===== src/rtl/sample_rom_pkg.sv =====
// Shared defaults and types for the sample-ROM arbiter slice.
// Optional feature macro used by the slice: SAMPLE_ROM_PREFETCH_EN.
package sample_rom_pkg;

    localparam int unsigned NUM_CH_DEF = 2;
    localparam int unsigned CH_AW_DEF  = 24;
    localparam int unsigned SDR_AW_DEF = 27;

    typedef enum logic {
        StIdle,
        StBusy
    } arb_state_e;

    // Width of a channel index; at least one bit so single-channel builds stay legal.
    function automatic int unsigned idx_width(input int unsigned n);
        return (n > 1) ? $clog2(n) : 1;
    endfunction

endpackage


===== src/rtl/sample_rom_channel.sv =====
// One sample-ROM read channel: strobe edge detect, address capture, held word,
// ready flag and (with SAMPLE_ROM_PREFETCH_EN defined) a single prefetch word.
module sample_rom_channel
    import sample_rom_pkg::*;
#(
    parameter int unsigned CH_AW = CH_AW_DEF
) (
    input  logic             clk,
    input  logic             reset,
    input  logic             oe_n_i,
    input  logic [CH_AW-1:0] addr_i,
    input  logic             grant_i,
    input  logic             busy_i,      // demand fetch for this channel in flight
    input  logic             done_i,
    input  logic [CH_AW-2:0] done_word_i,
    input  logic [15:0]      done_data_i,
`ifdef SAMPLE_ROM_PREFETCH_EN
    input  logic             pf_grant_i,
    input  logic             pf_done_i,
    output logic             pf_want_o,
    output logic [CH_AW-2:0] pf_word_o,
`endif
    output logic             pending_o,
    output logic [CH_AW-2:0] word_o,
    output logic [7:0]       data_o,
    output logic             ready_o
);

    localparam int unsigned WW = CH_AW - 1;

    logic             oe_q;
    logic [CH_AW-1:0] addr_q, addr_d;
    logic [WW-1:0]    hword_q, hword_d;
    logic [15:0]      hdata_q, hdata_d;
    logic             valid_q, valid_d;
    logic             pend_q, pend_d;
    logic             rdy_q, rdy_d;
    logic             fall;
    logic             held_hit;
    logic [WW-1:0]    new_word, cur_word;

`ifdef SAMPLE_ROM_PREFETCH_EN
    logic [WW-1:0]    pf_word_q, pf_word_d;
    logic [15:0]      pf_data_q, pf_data_d;
    logic             pf_valid_q, pf_valid_d;
    logic             pf_want_q, pf_want_d;
`endif

    assign fall     = oe_q & ~oe_n_i;
    assign new_word = addr_i[CH_AW-1:1];
    assign cur_word = addr_q[CH_AW-1:1];

    // Next-state for capture, held word, pending and ready.
    always_comb begin
        addr_d   = addr_q;
        hword_d  = hword_q;
        hdata_d  = hdata_q;
        valid_d  = valid_q;
        pend_d   = pend_q;
        rdy_d    = rdy_q;
        held_hit = 1'b0;
`ifdef SAMPLE_ROM_PREFETCH_EN
        pf_word_d  = pf_word_q;
        pf_data_d  = pf_data_q;
        pf_valid_d = pf_valid_q;
        pf_want_d  = pf_want_q;
        if (pf_grant_i) begin
            pf_want_d = 1'b0;
        end
`endif
        if (grant_i) begin
            pend_d = 1'b0;
        end
        if (done_i) begin
            hword_d = done_word_i;
            hdata_d = done_data_i;
            valid_d = 1'b1;
            if (cur_word == done_word_i) begin
                rdy_d = 1'b1;
`ifdef SAMPLE_ROM_PREFETCH_EN
                pf_want_d  = 1'b1;
                pf_word_d  = done_word_i + WW'(1);
                pf_valid_d = 1'b0;
`endif
            end else begin
                // Address moved on while the fetch was out: fetch again.
                rdy_d  = 1'b0;
                pend_d = 1'b1;
            end
        end
`ifdef SAMPLE_ROM_PREFETCH_EN
        if (pf_done_i) begin
            pf_data_d  = done_data_i;
            pf_valid_d = (done_word_i == pf_word_q);
        end
`endif
        // A new strobe is judged against the held word as it stands after this cycle.
        if (fall) begin
            addr_d   = addr_i;
            held_hit = valid_d && (new_word == hword_d);
            if (held_hit) begin
                pend_d = 1'b0;
                if (done_i || !busy_i) begin
                    rdy_d = 1'b1;
                end
            end
`ifdef SAMPLE_ROM_PREFETCH_EN
            else if (pf_valid_q && (new_word == pf_word_q)) begin
                hword_d    = pf_word_q;
                hdata_d    = pf_data_q;
                valid_d    = 1'b1;
                pend_d     = 1'b0;
                rdy_d      = 1'b1;
                pf_valid_d = 1'b0;
            end
`endif
            else begin
                pend_d = 1'b1;
                rdy_d  = 1'b0;
            end
        end
    end

    // Channel state registers.
    always_ff @(posedge clk) begin
        if (reset) begin
            oe_q    <= 1'b1;
            addr_q  <= '0;
            hword_q <= '0;
            hdata_q <= '0;
            valid_q <= 1'b0;
            pend_q  <= 1'b0;
            rdy_q   <= 1'b0;
`ifdef SAMPLE_ROM_PREFETCH_EN
            pf_word_q  <= '0;
            pf_data_q  <= '0;
            pf_valid_q <= 1'b0;
            pf_want_q  <= 1'b0;
`endif
        end else begin
            oe_q    <= oe_n_i;
            addr_q  <= addr_d;
            hword_q <= hword_d;
            hdata_q <= hdata_d;
            valid_q <= valid_d;
            pend_q  <= pend_d;
            rdy_q   <= rdy_d;
`ifdef SAMPLE_ROM_PREFETCH_EN
            pf_word_q  <= pf_word_d;
            pf_data_q  <= pf_data_d;
            pf_valid_q <= pf_valid_d;
            pf_want_q  <= pf_want_d;
`endif
        end
    end

`ifdef SAMPLE_ROM_PREFETCH_EN
    assign pf_want_o = pf_want_q;
    assign pf_word_o = pf_word_q;
`endif
    assign pending_o = pend_q;
    assign word_o    = cur_word;
    assign data_o    = addr_q[0] ? hdata_q[15:8] : hdata_q[7:0];
    assign ready_o   = rdy_q;

endmodule


===== src/rtl/sample_rom_arbiter.sv =====
// Round-robin arbiter sharing one toggle-handshake SDRAM port between the
// sample-ROM read channels. Optional prefetch: SAMPLE_ROM_PREFETCH_EN.
module sample_rom_arbiter
    import sample_rom_pkg::*;
#(
    parameter int unsigned              NUM_CH  = NUM_CH_DEF,
    parameter int unsigned              CH_AW   = CH_AW_DEF,
    parameter int unsigned              SDR_AW  = SDR_AW_DEF,
    parameter logic [NUM_CH*SDR_AW-1:0] CH_BASE = '0
) (
    input  logic                    clk,
    input  logic                    reset,
    input  logic [NUM_CH-1:0]       ch_oe_n,
    input  logic [NUM_CH*CH_AW-1:0] ch_addr,
    output logic [NUM_CH*8-1:0]     ch_data,
    output logic [NUM_CH-1:0]       ch_ready,
    output logic [SDR_AW-1:0]       sdr_address,
    output logic                    sdr_req,
    input  logic [15:0]             sdr_data,
    input  logic                    sdr_ack
);

    localparam int unsigned IW = idx_width(NUM_CH);
    localparam int unsigned WW = CH_AW - 1;

    arb_state_e        state_q, state_d;
    logic              req_q, req_d;
    logic [SDR_AW-1:0] addr_q, addr_d;
    logic [IW-1:0]     last_q, last_d;
    logic [IW-1:0]     cur_q, cur_d;
    logic [WW-1:0]     curw_q, curw_d;

    logic [NUM_CH-1:0] pending, grant, done, busy_ch;
    logic [WW-1:0]     words [NUM_CH];
    logic              hs_idle, done_any, gnt_any, cur_is_pf;
    logic [IW-1:0]     gnt_idx, cand;

`ifdef SAMPLE_ROM_PREFETCH_EN
    logic [NUM_CH-1:0] pf_want, pf_grant, pf_done;
    logic [WW-1:0]     pf_words [NUM_CH];
    logic              curpf_q, curpf_d;
    logic              pf_any;
    logic [IW-1:0]     pf_idx;

    assign cur_is_pf = curpf_q;
`else
    assign cur_is_pf = 1'b0;
`endif

    // The port is free to act only when no handshake is outstanding.
    assign hs_idle = (req_q == sdr_ack);

    // Round-robin pick: first pending channel strictly after the last grant.
    always_comb begin
        gnt_any = 1'b0;
        gnt_idx = '0;
        cand    = '0;
        for (int k = 1; k <= int'(NUM_CH); k++) begin
            cand = IW'((int'(last_q) + k) % int'(NUM_CH));
            if (!gnt_any && pending[cand]) begin
                gnt_any = 1'b1;
                gnt_idx = cand;
            end
        end
    end

`ifdef SAMPLE_ROM_PREFETCH_EN
    // Prefetch pick: lowest-index channel wanting a prefetch.
    always_comb begin
        pf_any = 1'b0;
        pf_idx = '0;
        for (int i = int'(NUM_CH) - 1; i >= 0; i--) begin
            if (pf_want[i]) begin
                pf_any = 1'b1;
                pf_idx = IW'(i);
            end
        end
    end
`endif

    // Arbiter next-state, grant and completion decode.
    always_comb begin
        state_d  = state_q;
        req_d    = req_q;
        addr_d   = addr_q;
        last_d   = last_q;
        cur_d    = cur_q;
        curw_d   = curw_q;
        grant    = '0;
        done_any = 1'b0;
`ifdef SAMPLE_ROM_PREFETCH_EN
        curpf_d  = curpf_q;
        pf_grant = '0;
`endif
        unique case (state_q)
            StIdle: begin
                if (hs_idle) begin
                    if (gnt_any) begin
                        grant[gnt_idx] = 1'b1;
                        addr_d  = CH_BASE[int'(gnt_idx)*SDR_AW +: SDR_AW]
                                + SDR_AW'({words[gnt_idx], 1'b0});
                        req_d   = ~req_q;
                        last_d  = gnt_idx;
                        cur_d   = gnt_idx;
                        curw_d  = words[gnt_idx];
                        state_d = StBusy;
`ifdef SAMPLE_ROM_PREFETCH_EN
                        curpf_d = 1'b0;
`endif
                    end
`ifdef SAMPLE_ROM_PREFETCH_EN
                    else if (pf_any) begin
                        pf_grant[pf_idx] = 1'b1;
                        addr_d  = CH_BASE[int'(pf_idx)*SDR_AW +: SDR_AW]
                                + SDR_AW'({pf_words[pf_idx], 1'b0});
                        req_d   = ~req_q;
                        cur_d   = pf_idx;
                        curw_d  = pf_words[pf_idx];
                        curpf_d = 1'b1;
                        state_d = StBusy;
                    end
`endif
                end
            end
            StBusy: begin
                if (hs_idle) begin
                    done_any = 1'b1;
                    state_d  = StIdle;
                end
            end
            default: state_d = StIdle;
        endcase
    end

    // Arbiter state registers; reset abandons any request in flight.
    always_ff @(posedge clk) begin
        if (reset) begin
            state_q <= StIdle;
            req_q   <= 1'b0;
            addr_q  <= '0;
            last_q  <= IW'(NUM_CH - 1);
            cur_q   <= '0;
            curw_q  <= '0;
`ifdef SAMPLE_ROM_PREFETCH_EN
            curpf_q <= 1'b0;
`endif
        end else begin
            state_q <= state_d;
            req_q   <= req_d;
            addr_q  <= addr_d;
            last_q  <= last_d;
            cur_q   <= cur_d;
            curw_q  <= curw_d;
`ifdef SAMPLE_ROM_PREFETCH_EN
            curpf_q <= curpf_d;
`endif
        end
    end

    assign sdr_req     = req_q;
    assign sdr_address = addr_q;

    for (genvar i = 0; i < NUM_CH; i++) begin : g_ch
        assign done[i]    = done_any && (cur_q == IW'(i)) && !cur_is_pf;
        assign busy_ch[i] = (state_q == StBusy) && (cur_q == IW'(i)) && !cur_is_pf;
`ifdef SAMPLE_ROM_PREFETCH_EN
        assign pf_done[i] = done_any && (cur_q == IW'(i)) && cur_is_pf;
`endif

        sample_rom_channel #(
            .CH_AW (CH_AW)
        ) u_channel (
            .clk         (clk),
            .reset       (reset),
            .oe_n_i      (ch_oe_n[i]),
            .addr_i      (ch_addr[i*CH_AW +: CH_AW]),
            .grant_i     (grant[i]),
            .busy_i      (busy_ch[i]),
            .done_i      (done[i]),
            .done_word_i (curw_q),
            .done_data_i (sdr_data),
`ifdef SAMPLE_ROM_PREFETCH_EN
            .pf_grant_i  (pf_grant[i]),
            .pf_done_i   (pf_done[i]),
            .pf_want_o   (pf_want[i]),
            .pf_word_o   (pf_words[i]),
`endif
            .pending_o   (pending[i]),
            .word_o      (words[i]),
            .data_o      (ch_data[i*8 +: 8]),
            .ready_o     (ch_ready[i])
        );
    end

endmodule


===== config.mk =====
export PLATFORM = sky130hd
export DESIGN_NAME = sample_rom_arbiter
export DESIGN_NICKNAME = d
export VERILOG_FILES = /design/src/rtl/sample_rom_pkg.sv /design/src/rtl/sample_rom_channel.sv /design/src/rtl/sample_rom_arbiter.sv
export SDC_FILE = /design/constraint.sdc
export NUM_CORES = 1
export LEC_CHECK = 0
export ABC_CLOCK_PERIOD_IN_PS = 2900
export BUFFER_PORTS_ARGS = -buffer_cell sky130_fd_sc_hd__buf_4
export CAP_MARGIN = 20
export CORE_MARGIN = 8
export CORE_UTILIZATION = 54
export CTS_BUF_LIST = sky130_fd_sc_hd__clkbuf_4
export CTS_CLUSTER_SIZE = 14
export DETAILED_ROUTE_END_ITERATION = 7
export HOLD_SLACK_MARGIN = 0.15
export PLACE_DENSITY = 0.82
export SLEW_MARGIN = 30
export SYNTH_ARGS = -nofsm -noshare
export SYNTH_HDL_FRONTEND = slang
export SYNTH_HIERARCHICAL = 1
export SYNTH_SLANG_ARGS = --single-unit

===== constraint.sdc =====
create_clock -name clk -period 2.9 [get_ports clk]
set_input_delay 0.435 -clock clk [delete_from_list [all_inputs] [get_ports clk]]
set_output_delay 0.435 -clock clk [all_outputs]
set_load 0.05 [all_outputs]

; Word-level counts from Yosys, hierarchy flattened
; Cells that the tools add are included.
[word_totals]
out_inout_bits = 46
register_bits = 188
rom_bits = 0
input_bits = 69
latch_bits = 0
ram_bits = 0
n_memories = 0
[op_classes]
eq_ne = 5
n_shift = 1
mux = 48
mul = 1
n_reduce_logical = 14
n_div = 0
bitwise = 8
n_addsub = 3
magnitude_cmp = 5
[op_table]
columns = op, n
row1 = $mux 23, 5
row2 = $eq 23x23->1, 4
row3 = $shiftx 54x7->27 const A, 1
row4 = $mux 1, 36
row5 = $add 27x24->27, 1
row6 = $mux 8, 2
row7 = $logic_and 1x1->1, 8
row8 = $lt 1x2->1 const B, 3
row9 = $mul 1x5->6 const B, 1
row10 = $mux 2, 3
row11 = $not 1->1, 5
row12 = $logic_not 1->1, 3
row13 = $reduce_and 3->1, 1
row14 = $add 1x1->1 const B, 2
row15 = $and 1x1->1, 2
row16 = $ge 2x2->1 const B, 1
row17 = $logic_or 1x1->1, 2
row18 = $not 1->2, 1
row19 = $pmux 1 s2, 1
row20 = $demux 1 s1, 1
row21 = $eq 1x1->1, 1
row22 = $ge 1x1->1 const B, 1

; Logic depth before layout (Yosys ltp)
[depth]
depth_word = 18
mapped_depth = 10
mapped_depth_nobuf = 8

; Hierarchy
; The synthesis kept the hierarchy.
[modules_own_cells]
columns = mod, cells_each, seq_area_each_um2, area_each_um2, n_inst
row1 = sample_rom_channel, 345, 1341.3, 3150.5, 2
row2 = sample_rom_arbiter, 145, 540.5, 1400.1, 1

; Worst setup path after synthesis
; No wires, ideal clock.
[synth_timing]
path_kind = register to register
from = register req_q (netlist: sdr_req)
to = register g_ch[0].u_channel.rdy_q
path_buffers = 2
period_less_slack_ns = 2.519
arrival_time_ns = 2.462
setup_ns = 0.057
required_ns = 2.843
slack_ns = 0.381
stages_incl_launch_ff = 11
cell_sequence = dfxtp_1 > xnor2_1 > and2_1 > buf_6 > buf_12 > mux2i_2 > xnor2_1 > nor4_1 > nand4_1 > nor4_1 > or3_1
[synth_via]
elab_chain_len = 9
elab_cells_between_ends = 13
classes_between = 2 x eq/ne / 8 x mux / 3 x reduce/logical
[synth_rtl]
columns = item, line
row1 = "start, declared", sample_rom_arbiter.sv:27  ; logic req_q, req_d;
row2 = "start signal, assigned", sample_rom_arbiter.sv:149  ; req_q <= req_d;
row3 = $eq 1x1->1 (*), sample_rom_arbiter.sv:51  ; assign hs_idle = (req_q == sdr_ack);
row4 = $mux 1 (*), sample_rom_arbiter.sv:126  ; if (hs_idle) begin
row5 = $mux 1 (*), sample_rom_arbiter.sv:95  ; unique case (state_q)
row6 = $logic_and 1x1->1 (*), sample_rom_arbiter.sv:164  ; assign done[i] = done_any && (cur_q == IW'(i)) && !cur_is_pf;
row7 = named net done[0], sample_rom_arbiter.sv:33  ; logic [NUM_CH-1:0] pending, grant, done, busy_ch;
row8 = $mux 23, sample_rom_channel.sv:74  ; if (done_i) begin
row9 = $eq 23x23->1, sample_rom_channel.sv:100  ; held_hit = valid_d && (new_word == hword_d);
row10 = $logic_and 1x1->1, sample_rom_channel.sv:100
row11 = $mux 1, sample_rom_channel.sv:101  ; if (held_hit) begin
row12 = $mux 1 (*), sample_rom_channel.sv:98  ; if (fall) begin
row13 = "end signal, assigned", sample_rom_channel.sv:147  ; rdy_q <= rdy_d;
row14 = "end, declared", sample_rom_channel.sv:37  ; logic rdy_q, rdy_d;
; Mark *: on every way through the listed nets, which the timed path passes. The rest lies on a longest branch.
; A chain may end at the register's enable or synchronous reset.

; Worst setup path after layout
[layout_timing]
from = input sdr_ack
to = register g_ch[1].u_channel.rdy_q
[layout_via]
elab_chain_len = 9
elab_cells_between_ends = 13
classes_between = 2 x eq/ne / 8 x mux / 3 x reduce/logical
[layout_rtl]
columns = item, line
row1 = "start, declared", sample_rom_arbiter.sv:20  ; input logic sdr_ack
row2 = $eq 1x1->1 (*), sample_rom_arbiter.sv:51
row3 = $mux 1 (*), sample_rom_arbiter.sv:126
row4 = $mux 1 (*), sample_rom_arbiter.sv:95
row5 = $logic_and 1x1->1 (*), sample_rom_arbiter.sv:164
row6 = named net done[1], sample_rom_arbiter.sv:33
row7 = $mux 23, sample_rom_channel.sv:74
row8 = $eq 23x23->1, sample_rom_channel.sv:100
row9 = $logic_and 1x1->1, sample_rom_channel.sv:100
row10 = $mux 1, sample_rom_channel.sv:101
row11 = $mux 1 (*), sample_rom_channel.sv:98
row12 = "end signal, assigned", sample_rom_channel.sv:147
row13 = "end, declared", sample_rom_channel.sv:37
; Marks and branches as above.

==> flow_summary.json <==
{
  "finalCritPeriodShare_pct": 96.8,
  "h-tree-depth": 4,
  "initial_core_util_pct": 55.3,
  "yosys_warnings": 6,
  "p_per_area_nw_per_um2": 482,
  "clock_sinks": 161,
  "syn_to_final_growth_pct": 19.6,
  "regToRegStartpoint": "sdr_req$_SDFFE_PP0P_",
  "drt_iter0_markers": 459,
  "core-area_um2": 13900,
  "synth_ff_type": "dfxtp_1",
  "clk-insertion-delay-late_ps": 570,
  "yosysUniqueCellTypes": 36,
  "gp_congestion": 0.872,
  "seq_area_frac_synth_pct": 41.9,
  "peakVddDrop_mv": 0.366,
  "cp-endpoint": "g_ch[1].u_channel/ready_o$_SDFF_PP0_",
  "hold_class": "input pin to register",
  "ios": 115,
  "end_kind": "register",
  "cts_setup_buffers": 0,
  "crit_path_max_incr_delay_ps": 530,
  "synth_edf_count": 0,
  "clockBufferDepth": 2,
  "hold_viol": 0,
  "cts_tree": "done",
  "grt_max_degree": 76,
  "ant_nets": 0,
  "netlist_instances": 835,
  "cpMostUsedCell": "buf_4",
  "synth_area_leaders": "dfxtp_1, xnor2_1, mux2i_1, buf_4, nand2_1",
  "critPathLaunchType": "input pin",
  "rows": 43,
  "slew_viol_final": 0,
  "max_slew_margin_pct": 45.1,
  "portBuffers": 110,
  "grt_pass1_vias": 6350,
  "rrSetupSlack_ps": 200,
  "finalSetupViolations": 0,
  "drv_cap": 0,
  "power.leakage_nw": 3.49,
  "clk_pin_slew_worst_paths_ps": 130,
  "grt_usage_pct": 22.5,
  "die_y_um": 135,
  "fin_util_pct": 66.1,
  "synth_top_area_share_pct": 41.9,
  "grt-ovfl-total": 0,
  "required_ps": 3410,
  "crit_type": "input pin to register",
  "netlist_area_um2": 7700,
  "slowest_stage": "dlygate4sd3_1",
  "async_flop_share_pct": 0,
  "vias_per_cell": 5.47,
  "syn_area_per_cell_um2": 9.22,
  "synth-seq-cells": 161,
  "vias": 6246,
  "layout_min_cycle_time_ps": 2810,
  "nets": 1018,
  "critical_path.startpoint": "sdr_ack",
  "layout-drive-gt1-share_pct": 20.5,
  "hpwl_um": 14100,
  "rr_endpoint": "g_ch[1].u_channel/ready_o$_SDFF_PP0_",
  "reg2regPathDepth": 10,
  "routed_wl_um": 20300,
  "fin_tns_setup_ps": 0,
  "drc": 0,
  "root_buffer": "clkbuf_4",
  "cp.arrival_ps": 3320,
  "wl_per_cell_um": 17.8,
  "dr.pass1.iters": 7,
  "critPathMaxFanout": 9,
  "yosysTopAreaCell": "dfxtp_1",
  "total_power_w": 0.00444,
  "critPathTopFamily": "simple AND/OR/NAND/NOR gates",
  "crit_buf_inv": 4,
  "num-fill-cells": 1109,
  "cts_buffers": 17,
  "cp.depth": 12,
  "antenna_found_initial": 0,
  "status": "completed",
  "clock_skew_ps": 18.1,
  "grt_pass1_wl_um": 32700,
  "die_w_um": 135,
  "max_slew.worst_pin.slew_ps": 823,
  "path_cells": "dlygate4sd3_1 -> buf_4 -> xnor2_1 -> buf_4 -> and2_4 -> buf_4 -> mux2i_4 -> xnor2_1 -> nor4_1 -> nand4_1 -> nor4_1 -> or3_1",
  "diodes": 0,
  "dieArea_um2": 18300,
  "fmax_mhz": 356
}
[how the worst min path moves through the flow]
stage / slack [ps] / startpoint / cells past startpoint / end
2_1_floorplan: 420 / g_ch[0].u_channel/valid_q$_SDFF_PP0_ / 2 / g_ch[0].u_channel/valid_q$_SDFF_PP0_
3_5_place_dp: 440 / g_ch[0].u_channel/valid_q$_SDFF_PP0_ / 2 / g_ch[0].u_channel/valid_q$_SDFF_PP0_
4_1_cts: 370 / reset / 2 / g_ch[1].u_channel/hword_q[2]$_SDFF_PP0_
6_report: 420 / reset / 2 / g_ch[1].u_channel/valid_q$_SDFF_PP0_
3_3_place_gp: 430 / g_ch[1].u_channel/valid_q$_SDFF_PP0_ / 2 / g_ch[1].u_channel/valid_q$_SDFF_PP0_
5_1_grt: 410 / reset / 2 / g_ch[1].u_channel/hword_q[2]$_SDFF_PP0_
[placed cells by master, fill, tap and decap left out, types with 4 or more instances in the layout]
cell type	n
dfxtp_1	161
buf_4	129
nand2_1	98
nor2_1	92
xnor2_1	77
dlygate4sd3_1	67
mux2i_1	65
a21oi_1	51
nor4_1	41
nand2b_1	27
a221o_1	23
clkbuf_4	19
mux2_2	16
xor2_1	16
mux2i_2	12
nand4_1	12
clkinv_1	6
conb_1	4
[what timing repair did]
action                     4_1_cts  5_1_grt
gates resized for setup          0        5
hold buffers                    67        0
setup endpoints to repair        0        3
hold endpoints to repair        83        0
[through the flow]
| step | hold slack (ps) | instances | worst slack, ps | area [um^2] |
|---|---|---|---|---|
| floorplan | 422 | 838 | 381 | 7710 |
| global placement | 432 | 1043 | 176 | 8250 |
| detailed placement | 442 | 1043 | 67.7 | 8250 |
| CTS | 374 | 1142 | 91.2 | 9180 |
| global route | 413 | 1142 | -3.21 | 9210 |
| finish | 420 | 1142 | 93.2 | 9210 |
[final cells by class]
type                            instances  area, um^2  area share (%)
Sequential cell                       161        3220            35.0
Tap cell                              180         225            2.45
Inverter                                2        7.51          0.0815
Clock buffer                           19         143            1.55
Timing Repair Buffer                  198        1680            18.2
Clock inverter                         13         120            1.30
Multi-Input combinational cell        569        3810            41.4
[registers in the layout, indices dropped and copies added, names as in the netlist]
register,cells
cur_q,1
state_q,1
g_ch.u_channel/hdata_q,32
g_ch.u_channel/addr_q,48
g_ch.u_channel/hword_q,46
g_ch.u_channel/ready_o,2
sdr_address,23
g_ch.u_channel/valid_q,2
g_ch.u_channel/pending_o,2
sdr_req,1
last_q,1
g_ch.u_channel/oe_q,2
[routing by layer]
| layer | up-vias | GRT usage (%) | share of wire (%) |
|---|---|---|---|
| met1 | 3000 | 25.6 | 41 |
| li1 | 3005 | - | - |
| met3 | 43 | 6.08 | 5.9 |
| met2 | 198 | 39.2 | 51 |
| met4 | 0 | 8.95 | 2.3 |
| met5 | - | 0 | 0 |
[power by group]
part | switching [W] | leakage, nW | total (W) | internal (W)
clock | 0.000776 | 0.138 | 0.00129 | 0.000513
sequential | 0.0000936 | 1.31 | 0.00238 | 0.00229
combinational | 0.000424 | 2.05 | 0.000773 | 0.000349
total | 0.00129 | 3.49 | 0.00444 | 0.00315
[Yosys cell counts, drive strengths merged (5+ instances only)]
| library cell | number |
|---|---|
| nor4 | 44 |
| nand2 | 98 |
| mux2 | 16 |
| nand4 | 12 |
| buf | 72 |
| xor2 | 17 |
| nand2b | 27 |
| xnor2 | 77 |
| nor2 | 92 |
| nor2b | 5 |
| mux2i | 78 |
| dfxtp | 161 |
| a21oi | 52 |
| a221o | 23 |
| clkbuf | 34 |
[logic make-up (layout without fill, tap and decap cells)]
logic type / count (synthesis) / count (layout) / synth area share (%)
muxes: 94 / 94 / 13.1
xor gates and xnor gates: 94 / 94 / 10.8
other: 1 / 4 / 0.0487
AOI/OAI and AO/OA: 85 / 85 / 7.28
DFF: 161 / 161 / 41.9
buffers and inverters: 108 / 232 / 9.24
and+or+nand+nor: 292 / 292 / 17.7
No activity file was read; power rests on OpenSTA's default activity.
